$ cat src/rtl/vga_sync_decoder.sv
// rtl/vga_sync_decoder.sv - recovers hcount/vcount/blanking from an incoming VGA hsync/vsync stream
// Optional feature macro: VGA_SYNC_DECODER_ERRCNT_EN (saturating err_count; tied to 0 when undefined)
module vga_sync_decoder #(
  parameter int H_ADDR_TIME  = 1024,
  parameter int H_SYNC_START = 1048,
  parameter int H_TOTAL_TIME = 1344,
  parameter int V_ADDR_TIME  = 768,
  parameter int V_SYNC_START = 771,
  parameter int V_TOTAL_TIME = 806,
  parameter int LOCK_FRAMES  = 2
) (
  input  logic        clk,
  input  logic        rst,
  input  logic        hsync_in,
  input  logic        vsync_in,
  output logic [10:0] hcount,
  output logic [10:0] vcount,
  output logic        hblnk,
  output logic        vblnk,
  output logic        hsync_out,
  output logic        vsync_out,
  output logic        locked,
  output logic        frame_start,
  output logic        err,
  output logic [7:0]  err_count
);

  localparam logic [10:0] H_ADDR = 11'(H_ADDR_TIME);
  localparam logic [10:0] H_SYNC = 11'(H_SYNC_START);
  localparam logic [10:0] H_LAST = 11'(H_TOTAL_TIME - 1);
  localparam logic [10:0] V_ADDR = 11'(V_ADDR_TIME);
  localparam logic [10:0] V_SYNC = 11'(V_SYNC_START);
  localparam logic [10:0] V_LAST = 11'(V_TOTAL_TIME - 1);
  localparam logic [3:0]  LOCK_N = 4'(LOCK_FRAMES);

  typedef enum logic [1:0] {SEARCH, HLOCK, VERIFY, LOCKED} state_e;

  state_e      state_q, state_d;
  logic        hs_q, hs_qq, vs_q, vs_qq;
  logic [10:0] h_cnt_q, h_cnt_d, v_cnt_q, v_cnt_d;
  logic [3:0]  good_q, good_d;
  logic        err_d;
  logic        h_edge, v_edge, h_wrap, h_pred, v_pred, h_mis, v_mis;

  assign h_edge = hs_q & ~hs_qq;
  assign v_edge = vs_q & ~vs_qq;
  assign h_wrap = (h_cnt_q == H_LAST);
  assign h_pred = (h_cnt_q == H_SYNC - 11'd1);
  assign v_pred = h_wrap & (v_cnt_q == V_SYNC - 11'd1);
  assign h_mis  = h_edge ^ h_pred;
  assign v_mis  = v_edge ^ v_pred;

  // Counters free-run in every state; only SEARCH and HLOCK re-phase them.
  always_comb begin
    state_d = state_q;
    good_d  = good_q;
    err_d   = 1'b0;
    h_cnt_d = h_wrap ? 11'd0 : h_cnt_q + 11'd1;
    v_cnt_d = v_cnt_q;
    if (h_wrap) begin
      v_cnt_d = (v_cnt_q == V_LAST) ? 11'd0 : v_cnt_q + 11'd1;
    end
    case (state_q)
      SEARCH: begin
        if (h_edge) begin
          h_cnt_d = H_SYNC;
          state_d = HLOCK;
        end
      end
      HLOCK: begin
        if (h_mis) begin
          state_d = SEARCH;
        end else if (v_edge && h_wrap) begin
          h_cnt_d = 11'd0;
          v_cnt_d = V_SYNC;
          good_d  = 4'd0;
          state_d = VERIFY;
        end
      end
      VERIFY: begin
        if (h_mis || v_mis) begin
          state_d = HLOCK;
        end else if (v_pred) begin
          good_d = good_q + 4'd1;
          if (good_d == LOCK_N) begin
            state_d = LOCKED;
          end
        end
      end
      LOCKED: begin
        if (h_mis || v_mis) begin
          err_d   = 1'b1;
          state_d = SEARCH;
        end
      end
      default: state_d = SEARCH;
    endcase
  end

  always_ff @(posedge clk) begin
    if (rst) begin
      hs_q        <= 1'b0;
      hs_qq       <= 1'b0;
      vs_q        <= 1'b0;
      vs_qq       <= 1'b0;
      state_q     <= SEARCH;
      h_cnt_q     <= 11'd0;
      v_cnt_q     <= 11'd0;
      good_q      <= 4'd0;
      hcount      <= 11'd0;
      vcount      <= 11'd0;
      hblnk       <= 1'b1;
      vblnk       <= 1'b1;
      hsync_out   <= 1'b0;
      vsync_out   <= 1'b0;
      locked      <= 1'b0;
      frame_start <= 1'b0;
      err         <= 1'b0;
    end else begin
      hs_q      <= hsync_in;
      hs_qq     <= hs_q;
      vs_q      <= vsync_in;
      vs_qq     <= vs_q;
      state_q   <= state_d;
      h_cnt_q   <= h_cnt_d;
      v_cnt_q   <= v_cnt_d;
      good_q    <= good_d;
      hsync_out <= hs_q;
      vsync_out <= vs_q;
      err       <= err_d;
      locked    <= (state_d == LOCKED);
      // Outputs come from next-state counters so they share the cycle of hsync_out/vsync_out.
      if (state_d == LOCKED) begin
        hcount      <= h_cnt_d;
        vcount      <= v_cnt_d;
        hblnk       <= (h_cnt_d >= H_ADDR);
        vblnk       <= (v_cnt_d >= V_ADDR);
        frame_start <= (h_cnt_d == 11'd0) && (v_cnt_d == 11'd0);
      end else begin
        hcount      <= 11'd0;
        vcount      <= 11'd0;
        hblnk       <= 1'b1;
        vblnk       <= 1'b1;
        frame_start <= 1'b0;
      end
    end
  end

`ifdef VGA_SYNC_DECODER_ERRCNT_EN
  logic [7:0] err_cnt_q;

  always_ff @(posedge clk) begin
    if (rst) begin
      err_cnt_q <= 8'd0;
    end else if (err_d && (err_cnt_q != 8'hFF)) begin
      err_cnt_q <= err_cnt_q + 8'd1;
    end
  end

  assign err_count = err_cnt_q;
`else
  assign err_count = 8'd0;
`endif

endmodule
$ cat config.mk
export PLATFORM = sky130hd
export DESIGN_NAME = vga_sync_decoder
export DESIGN_NICKNAME = d
export VERILOG_FILES = /design/src/rtl/vga_sync_decoder.sv
export SDC_FILE = /design/constraint.sdc
export NUM_CORES = 1
export LEC_CHECK = 0
export BUFFER_PORTS_ARGS = -buffer_cell sky130_fd_sc_hd__buf_2
export CORE_MARGIN = 8
export CORE_UTILIZATION = 30
export CTS_CLUSTER_SIZE = 14
export DETAILED_ROUTE_END_ITERATION = 7
export GPL_TIMING_DRIVEN = 1
export HOLD_SLACK_MARGIN = 0.15
export PLACE_DENSITY = 0.51
export SYNTH_ARGS = -nofsm -noshare
export SYNTH_HDL_FRONTEND = slang
export SYNTH_SLANG_ARGS = --single-unit
$ cat constraint.sdc
create_clock -name clk -period 2.57 [get_ports clk]
set_clock_uncertainty 0.05 [all_clocks]
set_input_delay 0.514 -clock clk [delete_from_list [all_inputs] [get_ports clk]]
set_output_delay 0.514 -clock clk [all_outputs]
set_load 0.02 [all_outputs]
==> flow_metrics.env <==
export IMPL_outcome="finished clean"
export IMPL_post_synth_top_area_fraction=0.4430
export IMPL_wire_per_inst_um=14.48
export IMPL_fillCellCount=928
export IMPL_use_met2=0.1898
export IMPL_htree_levels=3
export IMPL_track_usage=0.1207
export IMPL_clk_insertion_delay_late_ns=0.35
export IMPL_setup_viol=0
export IMPL_syn_area_per_cell_um2=8.519
export IMPL_dieArea_um2=12160
export IMPL_final_nets=378
export IMPL_cp_start_kind="register"
export IMPL_drv_slew=0
export IMPL_maxCapViolations=0
export IMPL_setup_worst_path_class="register to register"
export IMPL_root_buffer="clkbuf_8"
export IMPL_viasPerCell=4.958
export IMPL_powerDensity_nw_per_um2=550.0
export IMPL_start_util=0.3072
export IMPL_synthCells=313
export IMPL_clk_pin_slew_ns=0.06
export IMPL_multi_input_area_um2=1399
export IMPL_drc_errors=0
export IMPL_worstPathRequired_ns=2.75
export IMPL_antenna_found_initial=0
export IMPL_detail_route_antenna_nets=0
export IMPL_fin_crit_sh=0.9257
export IMPL_yosys_area_top_type="dfxtp_1"
export IMPL_hpwl_um=5222
export IMPL_ys_ff_latch=59
export IMPL_overflow=0
export IMPL_seq_area_frac_synth=0.4430
export IMPL_critPathArrivalTime_ns=2.56
export IMPL_yosys_top_cells_count="63 x nor2_1, 59 x dfxtp_1, 16 x nand3_1"
export IMPL_n_antenna_cell=0
export IMPL_seqCellArea_um2=1181
export IMPL_place_gp_congestion=0.8478
export IMPL_peakVddDrop_v=0.0001488
export IMPL_totalWireLength_um=6950
export IMPL_grt_start_max_net_pins=33
export IMPL_clk_path_buf_depth=2
export IMPL_hold_slack_ns=0.3192
export IMPL_top_usage_layer="met2"
export IMPL_rsz0062_at_grt="false"
export IMPL_synthArstFlopShare=0
export IMPL_fp_dieH_um=110.3
export IMPL_areaGrowthSynthToFinish_pct=21.87
export IMPL_yosysWarnings=0
export IMPL_drtIter0Drc=141
export IMPL_clock_sinks=59
export IMPL_met3_usage=0.03837
export IMPL_synth_most_common_cell="nor2_1"
export IMPL_coreArea_um2=8678
export IMPL_fp_row_count=34
export IMPL_ioPinCount=41
export IMPL_grt_pass1_vias=2292
export IMPL_finalHoldViolCount=0
export IMPL_final_setup_tns_ns=0
export IMPL_place_inst=464
export IMPL_period_needed_ns=2.379
export IMPL_max_freq_ghz=0.4203
export IMPL_critPathMaxFanout=11
export IMPL_postCtsHoldBufs=0
export IMPL_die_x_um=110.3
export IMPL_end_kind="register"
export IMPL_ys_flop_type="dfxtp_1"
export IMPL_hold_class="input port to register"
export IMPL_yosys_top_cells_area="dfxtp_1 44%, nor2_1 8.9%, nand3_1 3.0%"
export IMPL_yosysUniqueCellTypes=51
export IMPL_port_buffers=32
export IMPL_grt_use_met1=0.1528
export IMPL_cts_buffers=9
export IMPL_grt_pass1_wl_um=11390
export IMPL_final_cells=480
export IMPL_synth_area_um2=2666
export IMPL_p_leak_nw=1.321
export IMPL_vias=2380
export IMPL_cts_tree="yes"
export IMPL_dr_pass1_iters=4
export IMPL_synth_edff_count=0
export IMPL_drive_above_1_share=0.2231
==> repair_timing <==
| item | in CTS | in global routing |
|---|---|---|
| setup buffers | 0 | 1 |
| gates resized for setup | 0 | 5 |
| endpoints found under the setup margin | 0 | 24 |
==> metrics by stage <==
step / total power (W) / util / setup slack, ns / cell area (µm²)
finish: 0.001787 / 0.3744 / 0.1909 / 3249
CTS: 0.001811 / 0.3704 / 0.00005707 / 3214
detailed placement: 0.001074 / 0.3511 / 0.02907 / 3047
global placement: 0.001074 / 0.3511 / 0.01468 / 3047
global route: 0.001872 / 0.3744 / 0.01838 / 3249
floorplan: 0.001042 / - / 0.2509 / 2693
==> routing by layer <==
metal,vias to the layer above,wire length [µm]
li1,1211,-
met1,1115,3159
met2,45,3306
met3,9,394
met4,0,89
met5,-,0
==> power breakdown <==
part	total, W	internal, W	switching, W
logic	0.000115	0.0000463	0.0000692
clock network	0.000732	0.000364	0.000368
registers	0.000939	0.000927	0.0000124
total	0.00179	0.00134	0.000450
==> critical path, cell delays in order, from the launching register on <==
cell and delay (ns):
dfxtp_1 0.31, ha_1 0.22, and3_1 0.24, and3_1 0.24
buf_4 0.19, nor2_1 0.26, nand2_1 0.16, and4b_1 0.22
and4_1 0.19, and4_1 0.18
==> path summary, 6_finish.rpt <==
check | endpoint | startpoint | cells after the start | slack, ns
worst max-delay path | frame_start | h_cnt_q[0] | 9 | 0.19
worst min-delay path | state_q[1] | rst | 2 | 0.32
worst max register to register | frame_start | h_cnt_q[0] | 9 | 0.19
worst min register to register | hs_qq | hs_q | 1 | 0.42
==> placed cells by master (no fill, tap or decap), types with 4 or more instances in the layout <==
master and count:
nor2b_1 6, dfxtp_1 59, nor2_1 63, and4_1 5
or3_1 4, conb_1 8, inv_1 5, nand4_1 5
o21ai_0 10, and3_1 12, o211ai_1 5, nand2b_1 5
clkbuf_8 10, a21oi_1 11, nor3_1 13, nand3_1 16
buf_4 25, nand2_1 15, xnor2_1 4, buf_2 32
xor2_1 5, ha_1 6, a31oi_1 5
==> final cells by class <==
cell class,count,share of cell area
timing repair buffer,57,0.1070
inverter,5,0.005776
multi-input combinational,236,0.4305
tap,108,0.04159
clock buffer,10,0.04236
sequential,59,0.3635
clock inverter,5,0.009241
==> cells by family (layout without fill, tap and decap cells) <==
kind of cell | count (synthesis) | in the layout | synth area share
AND/OR/NAND/NOR | 162 | 162 | 0.3139
flip-flops | 59 | 59 | 0.4430
AO/OA/AOI/OAI | 48 | 48 | 0.1201
buffers and inverters | 25 | 77 | 0.05256
XOR/XNOR | 9 | 9 | 0.02956
adder cells (fa/ha/maj) | 6 | 6 | 0.02816
multiplexers | 3 | 3 | 0.01126
other | 1 | 8 | 0.001406
==> registers in the layout, summed over array words and instances, names as in the netlist <==
signal       cells
hcount          11
vcount          11
vblnk            1
locked           1
vs_qq            1
err              1
h_cnt_q         11
good_q           4
state_q          2
hs_q             1
hs_qq            1
hblnk            1
vs_q             1
frame_start      1
v_cnt_q         11
Power figures use the tool's default switching activity.
